===== src/rtl/arb_client.sv =====
// Requester-side agent for one port of a round-robin arbiter: queues burst commands,
// requests, streams granted beats and flags long waits. Define ARB_CLIENT_STATS_EN for grant_cnt.
module arb_client #(
  parameter int DEPTH   = 4,
  parameter int LEN_W   = 4,
  parameter int TIMEOUT = 16,
  parameter int GAP     = 1
) (
  input  logic             clk,
  input  logic             rst,
  input  logic             cmd_valid,
  output logic             cmd_ready,
  input  logic [LEN_W-1:0] cmd_len,
  output logic             req,
  input  logic             grant,
  output logic             beat_valid,
  output logic             beat_last,
  output logic             busy,
  output logic             timeout_err,
  output logic [15:0]      grant_cnt
);

  localparam int AW = $clog2(DEPTH);
  localparam int CW = $clog2(DEPTH + 1);
  localparam int WW = $clog2(TIMEOUT + 1);
  localparam int GW = (GAP > 1) ? $clog2(GAP) : 1;

  typedef enum logic [1:0] {S_IDLE, S_REQ, S_OWN, S_GAP} state_t;

  state_t           state;
  logic [LEN_W-1:0] mem [DEPTH];
  logic [AW-1:0]    wr_ptr, rd_ptr;
  logic [CW-1:0]    count;
  logic [LEN_W-1:0] beat_cnt;
  logic [WW-1:0]    wait_cnt;
  logic [GW-1:0]    gap_cnt;
  logic             full, push, pop;

  assign full       = (count == CW'(DEPTH));
  assign cmd_ready  = !full;
  assign push       = cmd_valid && !full;
  assign pop        = (state == S_REQ) && grant;
  assign beat_valid = (state == S_OWN) && grant;
  assign beat_last  = beat_valid && (beat_cnt == '0);
  assign busy       = (state != S_IDLE) || (count != '0);

  always_ff @(posedge clk) begin
    if (push) mem[wr_ptr] <= cmd_len;
  end

  always_ff @(posedge clk) begin
    if (rst) begin
      wr_ptr <= '0;
      rd_ptr <= '0;
      count  <= '0;
    end else begin
      if (push) wr_ptr <= wr_ptr + 1'b1;
      if (pop)  rd_ptr <= rd_ptr + 1'b1;
      if (push && !pop)      count <= count + 1'b1;
      else if (pop && !push) count <= count - 1'b1;
    end
  end

  // Stalls in OWN (grant low) neither consume a beat nor count towards the timeout.
  always_ff @(posedge clk) begin
    if (rst) begin
      state       <= S_IDLE;
      req         <= 1'b0;
      timeout_err <= 1'b0;
      beat_cnt    <= '0;
      wait_cnt    <= '0;
      gap_cnt     <= '0;
    end else begin
      timeout_err <= 1'b0;
      case (state)
        S_IDLE: begin
          if (count != '0) begin
            state    <= S_REQ;
            req      <= 1'b1;
            wait_cnt <= '0;
          end
        end
        S_REQ: begin
          if (grant) begin
            state    <= S_OWN;
            beat_cnt <= mem[rd_ptr];
            wait_cnt <= '0;
          end else if (wait_cnt == WW'(TIMEOUT - 1)) begin
            timeout_err <= 1'b1;
            wait_cnt    <= '0;
          end else begin
            wait_cnt <= wait_cnt + 1'b1;
          end
        end
        S_OWN: begin
          if (grant) begin
            if (beat_cnt == '0) begin
              req     <= 1'b0;
              gap_cnt <= '0;
              state   <= (GAP > 0) ? S_GAP : S_IDLE;
            end else begin
              beat_cnt <= beat_cnt - 1'b1;
            end
          end
        end
        S_GAP: begin
          if (gap_cnt == GW'(GAP - 1)) state <= S_IDLE;
          else gap_cnt <= gap_cnt + 1'b1;
        end
        default: begin
          state <= S_IDLE;
          req   <= 1'b0;
        end
      endcase
    end
  end

`ifdef ARB_CLIENT_STATS_EN
  logic [15:0] grant_q;

  always_ff @(posedge clk) begin
    if (rst) grant_q <= '0;
    else if (pop && (grant_q != 16'hFFFF)) grant_q <= grant_q + 1'b1;
  end

  assign grant_cnt = grant_q;
`else
  assign grant_cnt = 16'h0000;
`endif

endmodule


===== config.mk =====
export PLATFORM = sky130hd
export DESIGN_NAME = arb_client
export DESIGN_NICKNAME = d
export VERILOG_FILES = /design/src/rtl/arb_client.sv
export SDC_FILE = /design/constraint.sdc
export NUM_CORES = 1
export LEC_CHECK = 0
export ABC_AREA = 1
export BUFFER_PORTS_ARGS = -buffer_cell sky130_fd_sc_hd__buf_4
export CAP_MARGIN = 20
export CORE_MARGIN = 4
export CORE_UTILIZATION = 51
export DETAILED_ROUTE_END_ITERATION = 6
export GPL_TIMING_DRIVEN = 0
export PLACE_DENSITY_LB_ADDON = 0.3
export SLEW_MARGIN = 0
export SYNTH_ARGS = -nofsm -noshare
export SYNTH_HDL_FRONTEND = slang
export SYNTH_SLANG_ARGS = --single-unit

===== constraint.sdc =====
create_clock -name clk -period 1.8 [get_ports clk]
set_clock_uncertainty 0.2 [all_clocks]
set_input_delay 0.18 -clock clk [delete_from_list [all_inputs] [get_ports clk]]
set_output_delay 0.18 -clock clk [all_outputs]
set_load 0.1 [all_outputs]

==> impl_results.md, run 1 <==
* Vias in the first global route at between 1000 and 1500
* Clock buffer depth at 2
* Starting DRC count in detailed routing at approximately 120
* # rows at 22
* RSZ-0062 raised after global routing: true
* # setup viols final at 2
* Crit path time final at between 1.5 and 2 ns
* Clock Latency Late Sink at 0.29 ns
* Htree depth at 2
* Fin area at 2650 sq um
* Congestion Overflow GR at 0
* Fmax at approximately 0.53 GHz
* CTS clk-pin slew, worst paths at 0.08 ns
* # nets final at about 320
* Crit path launch type: register
* Leak pwr at ~1.2 nW
* Power per Cell Area at 1550 nW/um^2
* Setup TNS at -0.130 ns
* Final Max Tran Viols at 0
* Post-placement cell count at 318
* Commonest non-fill, non-tap cell in the layout: nand2_1
* P_sw at between 1.5 and 2 mW
* Post-route DRC at 0
* Top post-synthesis cells by area: edfxtp_1 (24%), dfxtp_1 (22%), nand2_1 (9.7%), ha_1 (6.8%), buf_4 (6.3%)
* CTS Buf Count at 5
* Antenna cells at 0
* Logic pwr share at 0.566
* Post-DR vias/cell at about 4.6
* Post-synth top area cell: edfxtp_1
* Post-synthesis sequential area ratio at 0.456
* FF+latch area at 931 sq um
* Hold Vio Cnt, Final at 0
* I/O pins at 30
* CORE AREA at 3740 sq um
* Mean post-synth cell area at 8.34 sq um
* Final worst setup slack at -0.0787 ns
* Total clock sinks at 38
* Status: complete, but fails checks
* Post-DRT Antenna Nets at 0
* Placed Area at between 2000 and 2500 sq um
* Seq cells post-synth at 38
* Clock power share at 0.142
* CP max FO at 4
* GP Congestion at roughly 0.79
* Top Metal Used: met4
* Die Y at 70.9 um
* Max IR drop VDD at 0.000871 V
* Final period utilization at 1.04
* Vias at approximately 1600
* Root Driver: clkbuf_8
* Met2 WL post-DR at roughly 1900 um
* Failing checks: negative setup slack
* Mean routed wirelength per cell at roughly 11 um
* Hold Crit Class: primary input to register
* Die Wd at approximately 70 um
* DP HPWL at about 2500 um
* WL met1 at around 1700 um
* Synth-to-layout area growth at 31.5%
* Share of layout cells above drive strength 1 at 0.321
* Initial antenna violation count at 0
* Tot Pwr at 4.11 mW
* Cell variety after synth at 28
* Metal3 WL at 231 um
* Post-synthesis cell area at 2020 sq um
* DR pass1 iterations at 4
* Synth Instances at between 200 and 250
* Top cell type's share of synthesized area at 0.238
* Sequential power share at 0.291
* Most frequent cells in the layout: nand2_1 (49), buf_4 (42), nor2_1 (26)
* Total track usage at 0.160
* Critical path arrival at 1.86 ns
* Worst Path Required at about 1.8 ns
* Sw frac at 0.459
* I/O Buffers at 13
* Setup crit end kind: register
* Int Power at 2.22 mW
* Worst setup path category: register to register
* Fill count at 312
* Min Hold Slack at 0.0583 ns
* Die area at a little over 5000 sq um
* Total wire length at 3860 um
* Syn. warnings at 0
* Fin cells at around 350
* Max cap viols at 0
* First-pass GRT wire length at 6490 um
* Multi-input gate area at roughly 1000 sq um
* Starting Density at 0.539
* TritonCTS clock tree: yes
* Largest net degree at the start of global routing at 14
layer usage:
layer,vias up,GRT usage
met5,-,0
met2,46,0.263
met4,0,0.0626
met3,4,0.0412
met1,711,0.202
li1,849,-
timing repair:
item,CTS,global route
gates cloned,0,0
pin swaps,5,10
resized for setup,18,13
endpoints found under the hold margin,21,0
endpoints found under the setup margin,5,10
hold buffers,5,0
setup buffers,6,10
worst max-delay path, cell delays in order (launching register included):
cell     delay [ns]
dfxtp_2        0.36
inv_4          0.05
ha_4           0.17
nand2_4        0.07
ha_4           0.14
inv_4          0.04
fa_2           0.37
nand2_2        0.10
nand3_4        0.08
o21ai_2        0.15
a21oi_2        0.04
worst paths after layout:
path                from     endpoint  slack [ns]  cells after the start
max             state[1]     count[2]       -0.08                     10
min                grant  beat_cnt[1]        0.06                      4
max reg2reg     state[1]     count[2]       -0.08                     10
min reg2reg  wait_cnt[4]  wait_cnt[4]        0.25                      2
flip-flops by register name, indices dropped and copies added, names as in the netlist, named ones only:
name         flops
req              1
state            2
mem             16
count            3
timeout_err      1
wait_cnt         5
beat_cnt         4
rd_ptr           2
wr_ptr           2
synth_stat cells:
cell	count
a21oi_1	9
buf_2	1
buf_4	17
buf_6	1
conb_1	1
dfxtp_1	22
edfxtp_1	16
fa_1	1
ha_1	11
inv_1	29
inv_2	5
nand2_1	52
nand2_2	5
nand2_4	2
nand3_1	17
nand3_2	1
nand3_4	1
nand4_1	5
nor2_1	27
nor2_2	1
nor2_4	1
nor3_1	1
o21ai_0	8
o21ai_1	1
o21ai_2	1
o31ai_1	1
or2_0	1
xor2_1	4
stage by stage:
| step | util | setup slack, ns |
|---|---|---|
| floorplan | - | -0.161 |
| global placement | 0.612 | -0.172 |
| detailed placement | 0.612 | -0.207 |
| CTS | 0.676 | -0.0245 |
| global route | 0.709 | -0.143 |
| finish | 0.709 | -0.0787 |
power groups by stage:
stage	Combinational (mW)	Clock, mW	Sequential (mW)
floorplan	1.51	0	1.24
global placement	1.81	0	1.19
detailed placement	1.84	0	1.20
CTS	2.02	0.606	1.19
global route	2.56	0.650	1.22
finish	2.33	0.586	1.20
logic make-up after synthesis:
group	synth area share
AOI/OAI and AO/OA	0.0527
and+or+nand+nor	0.259
other	0.00186
xor gates and xnor gates	0.0174
DFF	0.456
adders and majority gates	0.0781
buffers and inverters	0.135
cell type report:
| cell class | count | share of cell area |
|---|---|---|
| well taps | 48 | 0.0226 |
| clock buffers | 5 | 0.0259 |
| clock inverters | 3 | 0.00802 |
| multi-input cells | 166 | 0.372 |
| repair buffers | 34 | 0.115 |
| flip-flops and latches | 38 | 0.351 |
| inverters | 34 | 0.0519 |
| plain buffers | 19 | 0.0542 |
No activity file was read; power rests on OpenSTA's default activity.
==> run 2: changes to the inputs <==
--- a/config.mk
+++ b/config.mk
@@ -8,8 +8,10 @@
 export ABC_AREA = 1
 export BUFFER_PORTS_ARGS = -buffer_cell sky130_fd_sc_hd__buf_4
 export CAP_MARGIN = 20
+export CELL_PAD_IN_SITES_DETAIL_PLACEMENT = 1
+export CELL_PAD_IN_SITES_GLOBAL_PLACEMENT = 1
 export CORE_MARGIN = 4
-export CORE_UTILIZATION = 51
+export CORE_UTILIZATION = 38
 export DETAILED_ROUTE_END_ITERATION = 6
 export GPL_TIMING_DRIVEN = 0
 export PLACE_DENSITY_LB_ADDON = 0.3
==> impl_results.md, run 2 (synthesis gave the netlist of run 1 again) <==
* Fin area at 2750 sq um
* Crit-path cells: inv_4 -> ha_4 -> nand2_4 -> ha_4 -> inv_4 -> fa_2 -> nand2_2 -> nand3_4 -> o21ai_2 -> a21oi_1
* Crit path launch type: register
* Largest stage delay, worst path at 0.39 ns
* Power per Cell Area at ~1600 nW/um^2
* Commonest non-fill, non-tap cell in the layout: nand2_1
* Final Max Tran Viols at 0
* Setup crit end kind: register
* Most frequent cells in the layout: nand2_1 (48), buf_4 (45), nor2_1 (26)
* # rows at 26
* Status: complete, but fails checks
* Die Wd at 80.9 um
* Crit path time final at between 1.5 and 2 ns
* Htree depth at 2
* Fmax at roughly 0.54 GHz
* I/O pins at 30
* CP max-delay cell: fa_2
* Largest net degree at the start of global routing at 14
* I/O Buffers at 13
* Metal3 WL at 148 um
* Starting DRC count in detailed routing at 42
* Top Metal Used: met4
* CTS clk-pin slew, worst paths at 0.08 ns
* Worst Path Required at ~1.8 ns
* Mean routed wirelength per cell at 12.4 um
* RSZ-0062 raised after global routing: true
* Synth-to-layout area growth at 36.1%
* Placed Area at roughly 2300 sq um
* Share of layout cells above drive strength 1 at 0.331
* Congestion Overflow GR at 0
* Worst R2R Path Depth at 10
* Largest register FFs at 16
* WL met1 at 1990 um
* Worst setup path category: register to register
* Vias in the first global route at about 1600
* R2r setup slk at -0.06 ns
* Root Driver: clkbuf_8
* Vias at around 1600
* Max IR drop VDD at about 0.00071 V
* TritonCTS clock tree: yes
* Min Hold Slack at 0.0674 ns
* Clock Latency Late Sink at about 0.29 ns
* # setup viols final at 2
* CP max FO at 3
* Clock buffer depth at 2
* DR pass1 iterations at 4
* Hold Crit Depth at 4
* Initial antenna violation count at 0
* CTS Buf Count at 5
* Post-placement cell count at 340
* RR Endpoint: count[2]
* Failing checks: negative setup slack
* Antenna cells at 0
* Met2 WL post-DR at 2410 um
* Die Y at between 80 and 90 um
* Reg2Reg Launch Point: state[1]
* Final worst setup slack at -0.0640 ns
* Starting Density at 0.393
* Fill count at roughly 650
* Setup TNS at -0.108 ns
* GP Congestion at 0.733
* Die area at between 6000 and 7000 sq um
* First-pass GRT wire length at around 8000 um
* Hold endpoint: timeout_err
* Total track usage at 0.160
* Top Registers: mem (16), wait_cnt (5), beat_cnt (4)
* Fin cells at 372
* Hold Crit Class: primary input to register
* Hold_sp: grant
* Final period utilization at 1.04
* Leak pwr at 1.27 nW
* Biggest register: mem
* # nets final at 321
* Critical path arrival at 1.85 ns
* Post-route DRC at 0
* Max cap viols at 0
* Place WS at -0.260 ns
* Total clock sinks at 38
* Post-DR vias/cell at between 4 and 5
* DP HPWL at 3180 um
* Hold Vio Cnt, Final at 0
* Post-DRT Antenna Nets at 0
* CORE AREA at 5140 sq um
* Total wire length at 4630 um
-- run 2: final cells by class --
type / count / area (sq um) / area share
plain buffers: 19 / 144 / 0.0524
inverters: 34 / 138 / 0.0501
well taps: 70 / 87.6 / 0.0319
multi-input cells: 166 / 1000 / 0.364
repair buffers: 37 / 332 / 0.121
clock inverters: 3 / 45.0 / 0.0164
clock buffers: 5 / 68.8 / 0.0251
flip-flops and latches: 38 / 931 / 0.339
-- run 2: worst max-delay path, delay by kind of cell, from the launching register on --
family,cells,cell delay (ns)
fa+ha+maj,3,0.70
compound gates,2,0.16
simple gates,3,0.25
flops,1,0.36
buf+inv,2,0.09
-- run 2: routing by layer --
layer / track usage / vias to the layer above
met3: 0.0344 / 9
li1: - / 854
met5: 0 / -
met1: 0.196 / 742
met2: 0.274 / 24
met4: 0.0642 / 0
-- run 2: timing repair --
item,CTS,global route
endpoints found under the hold margin,21,0
pin swaps,9,12
setup buffers,10,9
hold buffers,5,0
setup endpoints to repair,5,10
gates resized for setup,22,13
-- run 2: how the worst max path moves through the flow --
stage	start	to	slack, ns	depth (start not counted)
finish	state[1]	count[2]	-0.06	10
global route	state[1]	count[2]	-0.14	11
CTS	state[1]	count[2]	-0.02	10
detailed placement	state[1]	count[2]	-0.26	10
global placement	state[1]	count[2]	-0.21	10
floorplan	count[0]	count[1]	-0.16	9
-- run 2: per-stage QoR --
stage,total power [mW],util
global placement,3.05,0.451
floorplan,2.75,-
global route,4.73,0.534
detailed placement,3.09,0.451
CTS,4.11,0.510
finish,4.39,0.534
-- run 2: power breakdown --
group	internal (mW)	total (mW)	switching [mW]
Sequential	1.08	1.20	0.119
Combinational	0.944	2.45	1.50
Clock	0.412	0.748	0.335
==> run 3: changes to the inputs <==
--- a/config.mk
+++ b/config.mk
@@ -15,6 +15,7 @@
 export DETAILED_ROUTE_END_ITERATION = 6
 export GPL_TIMING_DRIVEN = 0
 export PLACE_DENSITY_LB_ADDON = 0.3
+export RECOVER_POWER = 50
 export SLEW_MARGIN = 0
 export SYNTH_ARGS = -nofsm -noshare
 export SYNTH_HDL_FRONTEND = slang
==> impl_results.md, run 3 (synthesis gave the netlist of run 1 again) <==
* CTS Buf Count at 5
* Worst slew pin tran at approximately 0.54 ns
* DP HPWL at about 3200 um
* Starting DRC count in detailed routing at between 40 and 50
* Failing checks: negative setup slack
* Top Registers: mem (16), wait_cnt (5), beat_cnt (4)
* Post-DR vias/cell at roughly 4.4
* Fmax at about 0.54 GHz
* Status: complete, but fails checks
* Largest register FFs at 16
* Biggest register: mem
* RR Endpoint: count[2]
* Total clock sinks at 38
* Mean routed wirelength per cell at about 12 um
* Commonest non-fill, non-tap cell in the layout: nand2_1
* Buf/Inv on CP at 2
* Synth-to-layout area growth at 35.2%
* Leak pwr at approximately 1.3 nW
* # setup viols final at 2
* Largest net degree at the start of global routing at 14
* Die Y at slightly above 80 um
* Post-route DRC at 0
* Post-placement cell count at 340
* Max cap viols at 0
* Vias in the first global route at approximately 1600
* Initial antenna violation count at 0
* Die area at around 6500 sq um
* Setup crit end kind: register
* # nets final at 321
* Clock buffer depth at 2
* Worst R2R Path Depth at 10
* DR pass1 iterations at 4
* Hold_sp: grant
* CP max-delay cell: fa_2
* Max IR drop VDD at ~0.0007 V
* CP max FO at 3
* Vias at 1622
* Htree depth at 2
* Tot Pwr at between 4 and 5 mW
* Total wire length at 4640 um
* GP Congestion at roughly 0.73
* Hold Vio Cnt, Final at 0
* Final worst setup slack at -0.0640 ns
* Post-DRT Antenna Nets at 0
* Worst setup path category: register to register
* Power per Cell Area at 1610 nW/um^2
* I/O pins at 30
* Fin cells at about 370
* Congestion Overflow GR at 0
* I/O Buffers at 13
* Multi-input gate area at around 1000 sq um
* Crit path time final at about 1.9 ns
* FF+latch area at ~930 sq um
* Hold Crit Depth at 4
* Final Max Tran Viols at 0
* # rows at 26
* CTS clk-pin slew, worst paths at approximately 0.08 ns
* Most frequent cells in the layout: nand2_1 (48), buf_4 (40), nor2_1 (26)
* Antenna cells at 0
* Starting Density at 0.393
* Crit-path cells: inv_4 -> ha_4 -> nand2_4 -> ha_4 -> inv_4 -> fa_2 -> nand2_2 -> nand3_4 -> o21ai_2 -> a21oi_1
* First-pass GRT wire length at approximately 7900 um
* Critical path arrival at 1.85 ns
* RSZ-0062 raised after global routing: true
* Min Hold Slack at around 0.067 ns
* Final period utilization at 1.04
* CORE AREA at just over 5000 sq um
* Hold Crit Class: primary input to register
* Delay-heaviest family, CP: adder cells
* Total track usage at 0.160
* Hold endpoint: timeout_err
* Die Wd at 80.9 um
* Fill count at 647
* R2r setup slk at -0.06 ns
* TritonCTS clock tree: yes
* Share of layout cells above drive strength 1 at 0.318
* Crit path launch type: register
* Reg2Reg Launch Point: state[1]
* Clock Latency Late Sink at about 0.29 ns
* Root Driver: clkbuf_8
* Worst Path Required at roughly 1.8 ns
* Slew HR at 0.643
* Largest stage delay, worst path at 0.39 ns
run 3: routing by layer:
layer / vias up / share of wire / GRT usage
li1: 854 / - / -
met1: 735 / 0.43 / 0.196
met2: 24 / 0.52 / 0.274
met3: 9 / 0.032 / 0.0344
met4: 0 / 0.018 / 0.0642
met5: - / 0 / 0
run 3: cell type report:
cell class | count | share of cell area
repair buffers | 37 | 0.115
inverters | 34 | 0.0504
clock buffers | 5 | 0.0252
plain buffers | 19 | 0.0527
clock inverters | 3 | 0.0165
multi-input cells | 166 | 0.367
flip-flops and latches | 38 | 0.341
well taps | 70 | 0.0321
run 3: worst reg2reg max path: cells and delay by family (launching register included):
family	cells	cell delay [ns]
compound gates	2	0.16
fa+ha+maj	3	0.71
buf+inv	2	0.09
flops	1	0.36
simple gates	3	0.25
run 3: how the worst max path moves through the flow:
stage / start / endpoint / slack, ns / cells past startpoint
after floorplan: count[0] / count[1] / -0.16 / 9
after global placement: state[1] / count[2] / -0.21 / 10
after detailed placement: state[1] / count[2] / -0.26 / 10
after CTS: state[1] / count[2] / -0.02 / 10
after global routing: state[1] / count[2] / -0.14 / 11
final: state[1] / count[2] / -0.06 / 10
run 3: timing repair:
action	CTS	global route
resized for setup	22	13
endpoints found under the hold margin	21	0
setup buffers	10	9
pin swaps	9	12
setup endpoints to repair	5	10
hold buffers	5	0
run 3: metrics by stage:
stage          worst slack (ns)  setup TNS, ns  utilization  cell area (sq um)
5_1_grt                  -0.143         -0.285        0.531               2730
6_report                -0.0640         -0.108        0.531               2730
3_5_place_dp             -0.260         -0.431        0.451               2320
3_3_place_gp             -0.208         -0.361        0.451               2320
2_1_floorplan            -0.161         -0.273            -               2130
4_1_cts                 -0.0250        -0.0489        0.510               2620
run 3: report_power, final:
part	internal (mW)	switching (mW)	leakage, nW	total (mW)
logic	0.940	1.50	0.873	2.44
registers	1.08	0.119	0.329	1.20
clock network	0.412	0.336	0.0504	0.748
total	2.43	1.96	1.25	4.39
